==> config.mk <==
export PLATFORM = sky130hd
export DESIGN_NAME = instruction_fetch_unit
export DESIGN_NICKNAME = d
export VERILOG_FILES = /design/src/rtl/instruction_fetch_unit.sv
export SDC_FILE = /design/constraint.sdc
export NUM_CORES = 1
export LEC_CHECK = 0
export CAP_MARGIN = 20
export CORE_AREA = 3 3 144 146
export CTS_CLUSTER_DIAMETER = 150
export DETAILED_ROUTE_END_ITERATION = 16
export DIE_AREA = 0 0 147 149
export PLACE_DENSITY_LB_ADDON = 0.3
export SLEW_MARGIN = 30
export SYNTH_ARGS = -nofsm -noshare
export SYNTH_HDL_FRONTEND = slang
export SYNTH_SLANG_ARGS = --single-unit
==> constraint.sdc <==
create_clock -name clk_i -period 2 [get_ports clk_i]
set_clock_uncertainty 0.2 [all_clocks]
set_input_delay 0.4 -clock clk_i [delete_from_list [all_inputs] [get_ports clk_i]]
set_output_delay 0.4 -clock clk_i [all_outputs]
set_load 0.02 [all_outputs]
==> src/rtl/instruction_fetch_unit.sv <==
// IF stage of the RV32IM pipeline: owns the fetch PC, drives the instruction memory port
// and loads the IF/ID register, redirecting fetch and killing wrong-path work on taken branches.
module instruction_fetch_unit #(
    parameter logic [31:0] RESET_PC  = 32'h0000_0000,
    parameter logic [31:0] NOP_INSTR = 32'h0000_0013
) (
    input  logic        clk_i,
    input  logic        rst_ni,
    input  logic        branch_taken_i,
    input  logic [31:0] branch_target_i,
    input  logic        stall_i,
    input  logic        imem_busywait_i,
    input  logic [31:0] imem_readdata_i,
    output logic        imem_read_o,
    output logic [31:0] imem_address_o,
    output logic [31:0] pc_o,
    output logic [31:0] pc_plus4_o,
    output logic [31:0] instruction_o,
    output logic        if_valid_o,
    output logic        flush_o
);

    typedef enum logic [1:0] {
        IDLE,
        FETCH,
        REDIRECT
    } state_e;

    state_e      state_q, state_d;
    logic [31:0] fpc_q, fpc_d;
    logic [31:0] ptgt_q, ptgt_d;
    logic [31:0] pc_q, pc_d;
    logic [31:0] pc_plus4_q, pc_plus4_d;
    logic [31:0] instr_q, instr_d;
    logic        valid_q, valid_d;
    logic        flush_q, flush_d;
    logic        read_q, read_d;

    logic [31:0] target_aligned;
    logic [31:0] fpc_plus4;

    assign target_aligned = branch_target_i & 32'hFFFF_FFFC;
    assign fpc_plus4      = fpc_q + 32'd4;

    always_comb begin
        state_d    = state_q;
        fpc_d      = fpc_q;
        ptgt_d     = ptgt_q;
        pc_d       = pc_q;
        pc_plus4_d = pc_plus4_q;
        instr_d    = instr_q;
        valid_d    = valid_q;
        flush_d    = 1'b0;
        read_d     = read_q;

        unique case (state_q)
            IDLE: begin
                state_d = FETCH;
                read_d  = 1'b1;
            end

            FETCH: begin
                if (branch_taken_i) begin
                    valid_d = 1'b0;
                    instr_d = NOP_INSTR;
                    flush_d = 1'b1;
                    if (imem_busywait_i) begin
                        // The miss in flight must complete at its own address before we can redirect.
                        ptgt_d  = target_aligned;
                        state_d = REDIRECT;
                    end else begin
                        fpc_d = target_aligned;
                    end
                end else if (stall_i) begin
                    flush_d = 1'b0;
                end else if (imem_busywait_i) begin
                    valid_d = 1'b0;
                    instr_d = NOP_INSTR;
                end else begin
                    pc_d       = fpc_q;
                    pc_plus4_d = fpc_plus4;
                    instr_d    = imem_readdata_i;
                    valid_d    = 1'b1;
                    fpc_d      = fpc_plus4;
                end
            end

            REDIRECT: begin
                valid_d = 1'b0;
                instr_d = NOP_INSTR;
                if (branch_taken_i) begin
                    ptgt_d  = target_aligned;
                    flush_d = 1'b1;
                end
                // Returned stale word is dropped; the youngest taken target wins.
                if (!imem_busywait_i) begin
                    fpc_d   = branch_taken_i ? target_aligned : ptgt_q;
                    state_d = FETCH;
                end
            end

            default: begin
                state_d = IDLE;
                read_d  = 1'b0;
            end
        endcase
    end

    always_ff @(posedge clk_i) begin
        if (!rst_ni) begin
            state_q    <= IDLE;
            fpc_q      <= RESET_PC & 32'hFFFF_FFFC;
            ptgt_q     <= 32'h0000_0000;
            pc_q       <= 32'h0000_0000;
            pc_plus4_q <= 32'h0000_0000;
            instr_q    <= NOP_INSTR;
            valid_q    <= 1'b0;
            flush_q    <= 1'b0;
            read_q     <= 1'b0;
        end else begin
            state_q    <= state_d;
            fpc_q      <= fpc_d;
            ptgt_q     <= ptgt_d;
            pc_q       <= pc_d;
            pc_plus4_q <= pc_plus4_d;
            instr_q    <= instr_d;
            valid_q    <= valid_d;
            flush_q    <= flush_d;
            read_q     <= read_d;
        end
    end

    assign imem_read_o    = read_q;
    assign imem_address_o = fpc_q;
    assign pc_o           = pc_q;
    assign pc_plus4_o     = pc_plus4_q;
    assign instruction_o  = instr_q;
    assign if_valid_o     = valid_q;
    assign flush_o        = flush_q;

endmodule

==> impl_metrics.json <==
{
  "rsz0062_at_grt": "true",
  "first_pass_iters": 5,
  "pwr-share-seq_pct": 35.3,
  "timing.hold.ws_ps": 252,
  "grt_usage_pct": 21.3,
  "clock_sinks": 163,
  "ys.flop_type": "dfxtp_1",
  "p_sw_share_pct": 33.5,
  "worst_ep_arrival_time_ps": 2220,
  "dp_hpwl_um": 17300,
  "drtIter0Drc": 596,
  "end_kind": "flip-flop",
  "multi_input_area_mm2": 0.00399,
  "syn_nets": 976,
  "finalSetupViolations": 21,
  "synth_edf_count": 0,
  "min_period_ps": 2060,
  "ant_nets": 0,
  "switching_power_mw": 3.67,
  "nNetsFinal": 1240,
  "num_antenna_cells": 0,
  "yosysTopAreaCell": "dfxtp_1",
  "port_buffers": 197,
  "gp_congestion": 0.913,
  "grt_start_max_net_pins": 53,
  "start_kind": "flip-flop",
  "ys_async_sr_fraction_pct": 0,
  "avgSynthCellArea_um2": 7.99,
  "cp_max_fo": 7,
  "die_y_um": 149,
  "synth_cell_types": 59,
  "maxCapViolations": 0,
  "critPathKind": "flip-flop to flip-flop",
  "cts_tree": "done",
  "area_growth_pct": 61.9,
  "relSlewSlack_pct": 72.9,
  "grt_pass1_wl_um": 37600,
  "maxSlewViolCount": 0,
  "cts-root-buf": "clkbuf_16",
  "power_density_mw_per_mm2": 937,
  "peakVddDrop_mv": 0.679,
  "synth_warnings": 0,
  "yosys-top-cells-area": "dfxtp_1 (45%), nand2_1 (10%), a21oi_1 (7.7%)",
  "io_pins": 200,
  "fin_crit_sh_pct": 103,
  "start_util_pct": 36.9,
  "first_global_vias": 6939,
  "final_util_pct": 59.8,
  "wl_per_cell_um": 17.1,
  "h-tree-depth": 4,
  "worst_slew_pin_slew_ps": 402,
  "core-area_mm2": 0.0195,
  "leakagePower_nw": 5.59,
  "finalHoldViolCount": 0,
  "drive_gt1_share_pct": 23.3,
  "wl_um": 24700,
  "drcViolationCount": 0,
  "synthesis.area_mm2": 0.00721,
  "synth-seq-area-share_pct": 45.3,
  "fillers": 1687,
  "cts.clk_slew.worst_paths_ps": 70,
  "required_ps": 2160,
  "rows": 51,
  "p_int_mw": 7.27,
  "ys_seq_elements": 163,
  "setup_ws_ps": -63.3,
  "place_area_mm2": 0.0104,
  "clk_latency_ps": 430,
  "stdcell_area_mm2": 0.0117,
  "antenna_found_initial": 0,
  "max_freq_mhz": 485,
  "seq_area_mm2": 0.00331,
  "cts-buffers-inserted": 17,
  "via_count": 7533,
  "worstHoldPathType": "flip-flop to flip-flop",
  "die_area_mm2": 0.0219,
  "clk_path_buf_depth": 2,
  "synthCells": 902,
  "yosys.area.top_type_share_pct": 45.3,
  "pre_cts_ws_ps": -451,
  "violations": "negative setup slack",
  "grt_overflow": 0,
  "yosysMostFrequentCell": "nand2_1",
  "status": "complete, but fails checks",
  "combPwrFrac_pct": 34.3,
  "power_frac_clock_pct": 30.4,
  "via_per_inst": 5.22,
  "die_w_um": 147,
  "yosys-top-cells-count": "nand2_1 (192), dfxtp_1 (163), a21oi_1 (111)"
}
-- sequential cells by signal, indices dropped and copies added, names as in the netlist --
signal,flops
ptgt_q,32
pc_plus4_o,30
if_valid_o,1
pc_o,32
state_q,2
imem_read_o,1
instruction_o,32
imem_address_o,32
flush_o,1
-- worst max-delay path: stages, from the launching register on --
cell	delay, ps
dfxtp_2	320
inv_2	60
ha_4	120
or3b_4	450
nor2_4	340
buf_12	170
clkbuf_16	150
nand2_1	70
a21oi_2	110
-- placed cells by master, fill, tap and decap left out, types with 11 or more instances in the layout --
| master | n |
|---|---|
| a21oi_2 | 22 |
| buf_6 | 11 |
| a22oi_1 | 24 |
| buf_12 | 18 |
| clkbuf_16 | 22 |
| clkdlybuf4s50_1 | 80 |
| nor3_1 | 15 |
| buf_4 | 96 |
| a21oi_1 | 89 |
| o21ai_1 | 25 |
| dlymetal6s2s_1 | 67 |
| o21ai_0 | 25 |
| nand2_1 | 187 |
| nor2_1 | 62 |
| xnor2_1 | 16 |
| dlygate4sd2_1 | 50 |
| nand3_1 | 11 |
| dfxtp_1 | 144 |
-- metrics by stage --
| stage | power, mW | setup TNS [ps] | instances |
|---|---|---|---|
| after detailed placement | 7.22 | -44960 | 1396 |
| after global placement | 7.17 | -39780 | 1396 |
| after global routing | 11.4 | -5310 | 1444 |
| final | 10.9 | -558 | 1444 |
| after CTS | 10.5 | -6.47 | 1433 |
| after floorplan | 5.66 | -165 | 902 |
-- final timing paths --
check                     startpoint                 endpoint  slack (ps)  cells past startpoint
min          ptgt_q[11]$_SDFFE_PN0P_  ptgt_q[11]$_SDFFE_PN0P_         250                      2
min reg2reg  ptgt_q[11]$_SDFFE_PN0P_  ptgt_q[11]$_SDFFE_PN0P_         250                      2
max reg2reg  state_q[1]$_SDFFE_PN0P_    pc_o[14]$_SDFFE_PN0P_         -60                      8
max          state_q[1]$_SDFFE_PN0P_    pc_o[14]$_SDFFE_PN0P_         -60                      8
-- cell families after synthesis --
| group | share of synthesized area (%) |
|---|---|
| mux | 2.29 |
| buf+inv | 5.33 |
| compound gates | 20.6 |
| flops | 45.3 |
| fa+ha+maj | 0.868 |
| simple gates | 22.6 |
| xor+xnor | 3.04 |
-- cell type report --
class | count | area share, %
multi-input cells | 647 | 34.2
well taps | 265 | 2.84
inverters | 10 | 0.343
repair buffers | 327 | 29.1
flip-flops and latches | 163 | 28.4
clock inverters | 14 | 1.29
clock buffers | 18 | 3.86
-- metal layers --
layer | vias up | wire length (um) | global-route usage [%]
met3 | 37 | 1850 | 5.89
li1 | 3661 | - | -
met5 | - | 0 | 0
met2 | 281 | 11200 | 32.2
met1 | 3554 | 11200 | 30.2
met4 | 0 | 465 | 5.27
-- power by group through the flow --
stage / sequential, mW / combinational [mW] / clock, mW
floorplan: 4.13 / 1.53 / 0
CTS: 3.85 / 3.31 / 3.38
global route: 3.90 / 4.02 / 3.50
global placement: 3.91 / 3.26 / 0
detailed placement: 3.92 / 3.30 / 0
finish: 3.86 / 3.75 / 3.32
-- what timing repair did --
item                       in CTS  in global routing
hold buffers                    0                  0
cloned                          0                  6
gates resized for setup        63                172
buffers inserted                5                  7
setup endpoints to repair     169                165
pin swaps                       8                 26
Note: power is estimated with default switching activity, not from simulation.
